$ cat src/rtl/trivium_pkg.sv
// Shared definitions for the Trivium sequencer.
// Holds the controller state encoding, the key/IV byte counts, the default
// warm-up length (4 full passes over the 288-bit state) and the keystream
// byte width. No ports.
package trivium_pkg;

  typedef enum logic [2:0] {
    IDLE,
    LOAD_KEY,
    LOAD_IV,
    INIT,
    WARMUP,
    GEN,
    HOLD,
    EXHAUSTED
  } state_e;

  localparam int KEY_BYTES         = 10;
  localparam int IV_BYTES          = 10;
  localparam int DEF_WARMUP_ROUNDS = 1152;
  localparam int KS_BITS           = 8;

endpackage

$ cat src/rtl/trivium_byte_packer.sv
// LSB-first serial-to-parallel packer for Trivium keystream bits.
// Ports:
//   clk, rst  - clock, synchronous active-high reset
//   clr_i     - synchronous clear of shift register and bit counter
//   en_i      - shift in bit_i this cycle
//   bit_i     - keystream bit
//   byte_o    - byte including this cycle's bit (valid when done_o=1)
//   done_o    - this cycle's bit completes a byte
module trivium_byte_packer
  import trivium_pkg::*;
(
  input  logic               clk,
  input  logic               rst,
  input  logic               clr_i,
  input  logic               en_i,
  input  logic               bit_i,
  output logic [KS_BITS-1:0] byte_o,
  output logic               done_o
);

  logic [KS_BITS-1:0] sr_q, sr_d;
  logic [2:0]         cnt_q;

  // Right shift: the first bit received ends up in bit 0 after eight shifts.
  assign sr_d   = {bit_i, sr_q[KS_BITS-1:1]};
  // Exposing the next value lets the caller capture the byte on the same
  // edge the last bit arrives, saving a cycle per byte.
  assign byte_o = sr_d;
  assign done_o = en_i && (cnt_q == 3'(KS_BITS - 1));

  always_ff @(posedge clk) begin
    if (rst || clr_i) begin
      sr_q  <= '0;
      cnt_q <= '0;
    end else if (en_i) begin
      sr_q  <= sr_d;
      cnt_q <= cnt_q + 3'd1;
    end
  end

endmodule

$ cat src/rtl/trivium_ctrl.sv
// Sequencer for a bit-serial Trivium core.
// Loads an 80-bit key and IV byte-serially, strobes the core load, runs the
// warm-up rounds, then clocks the core 8 rounds per keystream byte and serves
// bytes on a valid/ready port until MAX_BYTES have been taken.
// Ports:
//   clk, rst            - clock, synchronous active-high reset
//   cfg_start           - restart pulse (aborts anything in progress)
//   cfg_valid/cfg_data  - key bytes 0..9 then IV bytes 0..9
//   cfg_ready           - config byte accepted this cycle
//   key_out, iv_out     - assembled key/IV presented to the core
//   core_init, core_en  - core load strobe / advance-one-round
//   core_z              - core keystream bit
//   ks_valid/ks_byte/ks_ready - keystream byte handshake
//   busy                - loading, initialising or warming up
//   exhausted           - byte limit reached for this key/IV
module trivium_ctrl
  import trivium_pkg::*;
#(
  parameter int WARMUP_ROUNDS = DEF_WARMUP_ROUNDS,
  parameter int MAX_BYTES     = 65535
) (
  input  logic         clk,
  input  logic         rst,
  input  logic         cfg_start,
  input  logic         cfg_valid,
  input  logic [7:0]   cfg_data,
  output logic         cfg_ready,
  output logic [79:0]  key_out,
  output logic [79:0]  iv_out,
  output logic         core_init,
  output logic         core_en,
  input  logic         core_z,
  output logic         ks_valid,
  output logic [7:0]   ks_byte,
  input  logic         ks_ready,
  output logic         busy,
  output logic         exhausted
);

  localparam int RW = $clog2(WARMUP_ROUNDS + 1);
  localparam int CW = $clog2(MAX_BYTES + 1);
  localparam int IW = $clog2(KEY_BYTES);

  state_e             state_q, state_d;
  logic [79:0]        key_q, key_d, iv_q, iv_d;
  logic [IW-1:0]      idx_q, idx_d;
  logic [RW-1:0]      rnd_q, rnd_d;
  logic [CW-1:0]      cnt_q, cnt_d;
  logic [KS_BITS-1:0] ks_byte_q, ks_byte_d;
  logic [KS_BITS-1:0] pk_byte;
  logic               pk_en, pk_clr, pk_done;

  trivium_byte_packer u_packer (
    .clk    (clk),
    .rst    (rst),
    .clr_i  (pk_clr),
    .en_i   (pk_en),
    .bit_i  (core_z),
    .byte_o (pk_byte),
    .done_o (pk_done)
  );

  always_ff @(posedge clk) begin
    if (rst) begin
      state_q   <= IDLE;
      key_q     <= '0;
      iv_q      <= '0;
      idx_q     <= '0;
      rnd_q     <= '0;
      cnt_q     <= '0;
      ks_byte_q <= '0;
    end else begin
      state_q   <= state_d;
      key_q     <= key_d;
      iv_q      <= iv_d;
      idx_q     <= idx_d;
      rnd_q     <= rnd_d;
      cnt_q     <= cnt_d;
      ks_byte_q <= ks_byte_d;
    end
  end

  always_comb begin
    state_d   = state_q;
    key_d     = key_q;
    iv_d      = iv_q;
    idx_d     = idx_q;
    rnd_d     = rnd_q;
    cnt_d     = cnt_q;
    ks_byte_d = ks_byte_q;
    cfg_ready = 1'b0;
    core_init = 1'b0;
    core_en   = 1'b0;
    ks_valid  = 1'b0;
    exhausted = 1'b0;
    pk_en     = 1'b0;
    pk_clr    = 1'b0;

    // A restart wins over every handshake in the same cycle; all outputs
    // that would otherwise be active this cycle are held low.
    if (cfg_start) begin
      state_d = LOAD_KEY;
      key_d   = '0;
      iv_d    = '0;
      idx_d   = '0;
      rnd_d   = '0;
      cnt_d   = '0;
      pk_clr  = 1'b1;
    end else begin
      unique case (state_q)
        IDLE: ;
        LOAD_KEY: begin
          cfg_ready = 1'b1;
          if (cfg_valid) begin
            key_d[8*idx_q +: 8] = cfg_data;
            if (idx_q == IW'(KEY_BYTES - 1)) begin
              idx_d   = '0;
              state_d = LOAD_IV;
            end else begin
              idx_d = idx_q + 1'b1;
            end
          end
        end
        LOAD_IV: begin
          cfg_ready = 1'b1;
          if (cfg_valid) begin
            iv_d[8*idx_q +: 8] = cfg_data;
            if (idx_q == IW'(IV_BYTES - 1)) begin
              idx_d   = '0;
              state_d = INIT;
            end else begin
              idx_d = idx_q + 1'b1;
            end
          end
        end
        INIT: begin
          core_init = 1'b1;
          state_d   = WARMUP;
        end
        WARMUP: begin
          core_en = 1'b1;
          if (rnd_q == RW'(WARMUP_ROUNDS - 1)) begin
            rnd_d   = '0;
            state_d = GEN;
          end else begin
            rnd_d = rnd_q + 1'b1;
          end
        end
        GEN: begin
          core_en = 1'b1;
          pk_en   = 1'b1;
          if (pk_done) begin
            ks_byte_d = pk_byte;
            state_d   = HOLD;
          end
        end
        HOLD: begin
          ks_valid = 1'b1;
          if (ks_ready) begin
            cnt_d   = cnt_q + 1'b1;
            state_d = (cnt_q == CW'(MAX_BYTES - 1)) ? EXHAUSTED : GEN;
          end
        end
        EXHAUSTED: exhausted = 1'b1;
        default:   state_d = IDLE;
      endcase
    end
  end

  assign busy    = (state_q == LOAD_KEY) || (state_q == LOAD_IV) ||
                   (state_q == INIT) || (state_q == WARMUP);
  assign key_out = key_q;
  assign iv_out  = iv_q;
  assign ks_byte = ks_byte_q;

endmodule

$ cat config.mk
export PLATFORM = sky130hd
export DESIGN_NAME = trivium_ctrl
export DESIGN_NICKNAME = d
export VERILOG_FILES = /design/src/rtl/trivium_pkg.sv /design/src/rtl/trivium_byte_packer.sv /design/src/rtl/trivium_ctrl.sv
export SDC_FILE = /design/constraint.sdc
export NUM_CORES = 1
export LEC_CHECK = 0
export ABC_AREA = 1
export BUFFER_PORTS_ARGS = -buffer_cell sky130_fd_sc_hd__buf_2
export CELL_PAD_IN_SITES_DETAIL_PLACEMENT = 0
export CELL_PAD_IN_SITES_GLOBAL_PLACEMENT = 1
export CORE_ASPECT_RATIO = 0.7
export CORE_MARGIN = 4
export CORE_UTILIZATION = 42
export DETAILED_ROUTE_END_ITERATION = 16
export PLACE_DENSITY = 0.95
export SLEW_MARGIN = 25
export SYNTH_ARGS = -nofsm -noshare
export SYNTH_HDL_FRONTEND = slang
export SYNTH_SLANG_ARGS = --single-unit
$ cat constraint.sdc
create_clock -name clk -period 4.3 [get_ports clk]
set_clock_uncertainty 0.15 [all_clocks]
set_input_delay 0.645 -clock clk [delete_from_list [all_inputs] [get_ports clk]]
set_output_delay 0.645 -clock clk [all_outputs]
set_load 0.02 [all_outputs]
== Word-level counts from Yosys, hierarchy flattened ==
Index checks and enable logic that the tools add are counted.
Cells by class
  $add $sub $neg: 5
  bitwise gates (word level): 1
  muxes and demuxes: 27
  shifts and indexed selects: 2
  equal/unequal tests: 25
  reduce and logical (&&, ||, !) cells: 17
Operators with widths (count)
  $bwmux 80: 2
  $shift 8x34->80 const A: 1
  $shiftx 8x34->80: 1
  $neg 7->34: 1
  $mux 3: 7
  $ne 3x3->1 const B: 7
  $pmux 3 s6: 1
  $add 16x1->16 const B: 1
  $eq 16x16->1 const B: 1
  $reduce_and 8->1: 2
  $eq 3x3->1 const B: 5
  $mux 1: 14
  $ne 2x2->1 const B: 7
  $add 11x1->11 const B: 1
  $eq 11x11->1 const B: 1
  $mux 11: 1
  $reduce_and 2->1: 4
  $reduce_bool 7->1: 1
  $eq 3x2->1 const B: 2
  $reduce_bool 6->1: 1
  $reduce_or 2->1: 3
  $add 4x1->4 const B: 1
  $eq 4x4->1 const B: 1
  $logic_or 1x1->1: 4
  other kinds (7): 7
Storage, ports and cells
  input port bits: 14
  register bits after elaboration: 213
  output and inout bits: 174
  word-level logic and storage cells: 87

== Depth between registers and ports, before layout ==
  depth after elaboration: 7
  depth in mapped cells: 11
  gate-level depth less buffers: 10

== Modules after synthesis ==
From an unflattened synthesis, not the netlist that was laid out.
Unflattened totals
  cell total of the unflattened synthesis: 1364
  area total of the unflattened synthesis: 9496.6 sq um
By module, submodules not included
  trivium_ctrl: seq. area each 4043.9 sq um, times used 1, cells each 1297, area each 9023.7 sq um
  trivium_byte_packer: seq. area each 200.2 sq um, times used 1, cells each 67, area each 473.0 sq um

== Least setup slack after synthesis ==
OpenSTA, ideal clock, no wires.
  path kind: register to register
  from: register idx_q[0]
  to: register iv_q[17], in the netlist iv_out[17]
  setup time: 0.114 ns
  cell stages (with the launch flop): 10
  slack: 2.016 ns
  data arrival time: 2.020 ns
  buffers on the path: 2
  period minus slack after synthesis: 2.284 ns
  data required time: 4.036 ns
  path through: dfxtp_1 -> inv_2 -> ha_1 -> xor2_2 -> nor2_1 -> buf_2 -> nand4_2 -> buf_2 -> o21bai_1 -> nor2_1
Between the ends
  cells in the longest elaborated chain, start to end: 3
  elaborated cells on any way between the ends: 4
  classes of those cells: 1 x add/sub; 2 x shift; 1 x mux
RTL lines
  start: declaration: RTL line trivium_ctrl.sv:46  | logic [IW-1:0] idx_q, idx_d;
  start signal: assignment: RTL line trivium_ctrl.sv:76  | idx_q <= idx_d;
  $neg 7->34 (*): RTL line trivium_ctrl.sv:127  | iv_d[8*idx_q +: 8] = cfg_data;
  $shiftx 8x34->80 / $shift 8x34->80 (equally long branches): RTL line trivium_ctrl.sv:127
  $bwmux 80 (*): RTL line trivium_ctrl.sv:127
  end signal: assignment: RTL line trivium_ctrl.sv:75  | iv_q <= iv_d;
  end: declaration: RTL line trivium_ctrl.sv:45  | logic [79:0] key_q, key_d, iv_q, iv_d;
Mark *: on every way between the ends. The rest lies on a longest branch, timed or not.
A chain may end at the register's enable or synchronous reset.

== Worst setup path after layout ==
  from: register idx_q[0]
  to: register iv_q[58], in the netlist iv_out[58]
The elaborated chain is that of the path after synthesis.

==> impl_metrics.ini <==
[place]
port_buffers = 187
dp.final_hpwl_mm = 20.8
gp_congestion = 0.866

[setup_path]
critPathKind = flop to flop
r2r-start = idx_q[0]
cp-start-kind = flop
regToRegSetupSlack_ns = 1.03
required_ns = 4.59
r2r-end = iv_out[58]
worstPathMaxFanout = 18
worstPathArrival_ns = 3.57
reg2reg_depth = 9
critPathCaptureType = flop

[synthesis]
ys_types = 30
synth_top_area_share_pct = 43.4
yosys.area.top_type = dfxtp_1
synth_cells = 1503
syn-num-nets = 1526
seq_area_frac_synth_pct = 43.4
syn-cell-area_um2 = 9770
yosys-top-cells-area = dfxtp_1 (43%), nand2_1 (14%), nor2_1 (13%), inv_1 (8.4%), nand4_1 (4.1%)
ys_ff_latch = 212
yosysWarnings = 0
postSynthAreaPerCell_um2 = 6.50

[sta]
fin_tns_setup_ns = 0
worstMarginPinSlew_ns = 0.944
rsz0062_at_grt = no
finalCritPeriodShare_pct = 76.1
slew-limit-headroom_pct = 36.9
hold_viol = 0
fin_crit_ns = 3.27
max_freq_mhz = 306
report.final.slew_viol_count = 0
finalSetupViolCount = 0

[cts]
cts-buffers-inserted = 22
clk_path_buf_depth = 3
cts_resized = 0
ctsHoldBuffers = 0
cts_setup_buffers = 0
clock_sinks = 212
cts_root_buf = clkbuf_16
cts.htree.levels = 1
insertion_delay_ns = 0.51
clk_pin_slew_ns = 0.07
cts_tree = yes

[worst_hold_path]
worstHoldPathType = input port to flop
min_from = core_z
min_path_cells = 3
holdPathEnd = ks_byte[7]

[power]
share_seq_of_total_power_pct = 45.7
p_leak_nw = 5.70
switching_share_pct = 22.6
max-vdd-ir-drop_mv = 0.282
intPower_w = 0.00334
switchingPower_w = 0.000975
total_power_w = 0.00432
power.density_nw_per_um2 = 366
clkPwrFrac_pct = 49.7
comb_power_share_pct = 4.6

[route]
drtIter0Drc = 765
drc_errors = 0
antenna_left = 0
wirelength_mm = 28.3
vias = 9608
firstDrtPassIters = 5
via_per_inst = 4.81
wl_per_cell_um = 14.2

[finish]
layout_common_cells = nand2_1 (353), nor2_1 (340), inv_1 (219)
final_layout_size_suffix_gt1_share_pct = 15.8
multi_input_area_um2 = 4410
layout_commonest_cell = nand2_1
syn_to_final_growth_pct = 20.6
regArea_um2 = 4240
nNetsFinal = 1691
fill_cells = 2299

[status]
status = complete, no violations

[job]
drv_cap = 0

[floorplanning]
placementRows = 46
io_pins = 188
die_y_um = 136
initial_utilization_pct = 42.9
fp.dieW_um = 190
core_area_um2 = 22800
dieArea_um2 = 25800

[grt]
grt_pass1_vias = 8711
grt_pass1_wl_mm = 45.1
grt_start_max_net_pins = 62
gr-usage-all-layers_pct = 21.2
antenna_found_initial = 1
grt-ovfl-total = 0
## worst max-delay path: stages (launching register included)
cell and delay, ns:
dfxtp_1 0.50, inv_2 0.11, ha_1 0.55, inv_2 0.36, nand4_1 0.23, nor2_1 0.63, nand2_1 0.34, inv_2 0.18
nor2_1 0.05, nor2_1 0.10
## power groups by stage
stage / Combinational, W / Sequential (W) / Clock, W
after CTS: 0.000197 / 0.00197 / 0.00218
after global routing: 0.000220 / 0.00197 / 0.00226
after detailed placement: 0.000196 / 0.00202 / 0
after global placement: 0.000194 / 0.00202 / 0
after floorplan: 0.000134 / 0.00202 / 0
final: 0.000198 / 0.00197 / 0.00215
## synthesized netlist by cell type
| master | n |
|---|---|
| a211oi_1 | 1 |
| a21oi_1 | 51 |
| and3_1 | 1 |
| buf_1 | 10 |
| buf_2 | 19 |
| buf_4 | 1 |
| clkbuf_1 | 30 |
| clkinv_1 | 4 |
| dfxtp_1 | 212 |
| ha_1 | 9 |
| inv_1 | 219 |
| inv_2 | 13 |
| nand2_1 | 353 |
| nand3_1 | 67 |
| nand3b_1 | 5 |
| nand4_1 | 64 |
| nand4_2 | 2 |
| nor2_1 | 343 |
| nor2_2 | 7 |
| nor3_1 | 23 |
| nor3b_1 | 2 |
| o21a_1 | 1 |
| o21ai_0 | 29 |
| o21ai_1 | 12 |
| o21bai_1 | 16 |
| o31ai_1 | 1 |
| xnor2_1 | 5 |
| xnor2_2 | 1 |
| xor2_1 | 1 |
| xor2_2 | 1 |
## worst max-delay path by stage
| stage | start | end | slack (ns) | depth (start not counted) |
|---|---|---|---|---|
| 4_1_cts | idx_q[0] | iv_out[58] | 1.08 | 9 |
| 6_report | idx_q[0] | iv_out[58] | 1.03 | 9 |
| 3_5_place_dp | idx_q[0] | iv_out[56] | 1.11 | 9 |
| 5_1_grt | idx_q[0] | key_out[50] | 0.58 | 8 |
| 3_3_place_gp | idx_q[0] | key_out[50] | 1.21 | 8 |
| 2_1_floorplan | idx_q[0] | iv_out[17] | 2.02 | 9 |
## registers in the layout (all words and copies together) (netlist names)
| signal | cells |
|---|---|
| cnt_q | 16 |
| idx_q | 4 |
| iv_out | 80 |
| key_out | 80 |
| ks_byte | 8 |
| rnd_q | 11 |
| state_q | 3 |
| u_packer.cnt_q | 3 |
| u_packer.sr_q | 7 |
## per-layer routing
layer	part of all wire, %	vias to the layer above	global-route usage, %	wire length [µm]
li1	-	4951	-	-
met1	51	4314	33.9	14400
met2	40	311	30.0	11300
met3	7.6	32	3.45	2150
met4	1.5	0	3.75	421
met5	0	-	0	0
## area by class of cell
| class | instances | area share [%] |
|---|---|---|
| Sequential cell | 212 | 36.0 |
| Multi-Input combinational cell | 995 | 37.4 |
| Inverter | 236 | 7.51 |
| Clock buffer | 27 | 5.26 |
| Clock inverter | 12 | 1.63 |
| Timing Repair Buffer | 201 | 8.83 |
| Antenna cell | 1 | 0.0212 |
| Tap cell | 312 | 3.31 |
## stage by stage
stage	utilization, %	setup WS, ns	instance area [µm²]	hold WS (ns)	instances
2_1_floorplan	-	2.02	9770	0.293	1503
3_3_place_gp	48.2	1.21	11000	0.298	1956
3_5_place_dp	48.2	1.11	11000	0.302	1956
4_1_cts	51.7	1.08	11800	0.275	1995
5_1_grt	51.7	0.582	11800	0.277	1996
6_report	51.7	1.03	11800	0.285	1996
## kinds of logic after synthesis
family	after synthesis	share of synthesized area [%]
AO/OA/AOI/OAI	111	6.17
XOR/XNOR	8	0.871
adder cells (fa/ha/maj)	9	1.15
buffers and inverters	296	11.6
flip-flops	212	43.4
AND/OR/NAND/NOR	867	36.7
Power figures use the tool's default switching activity.
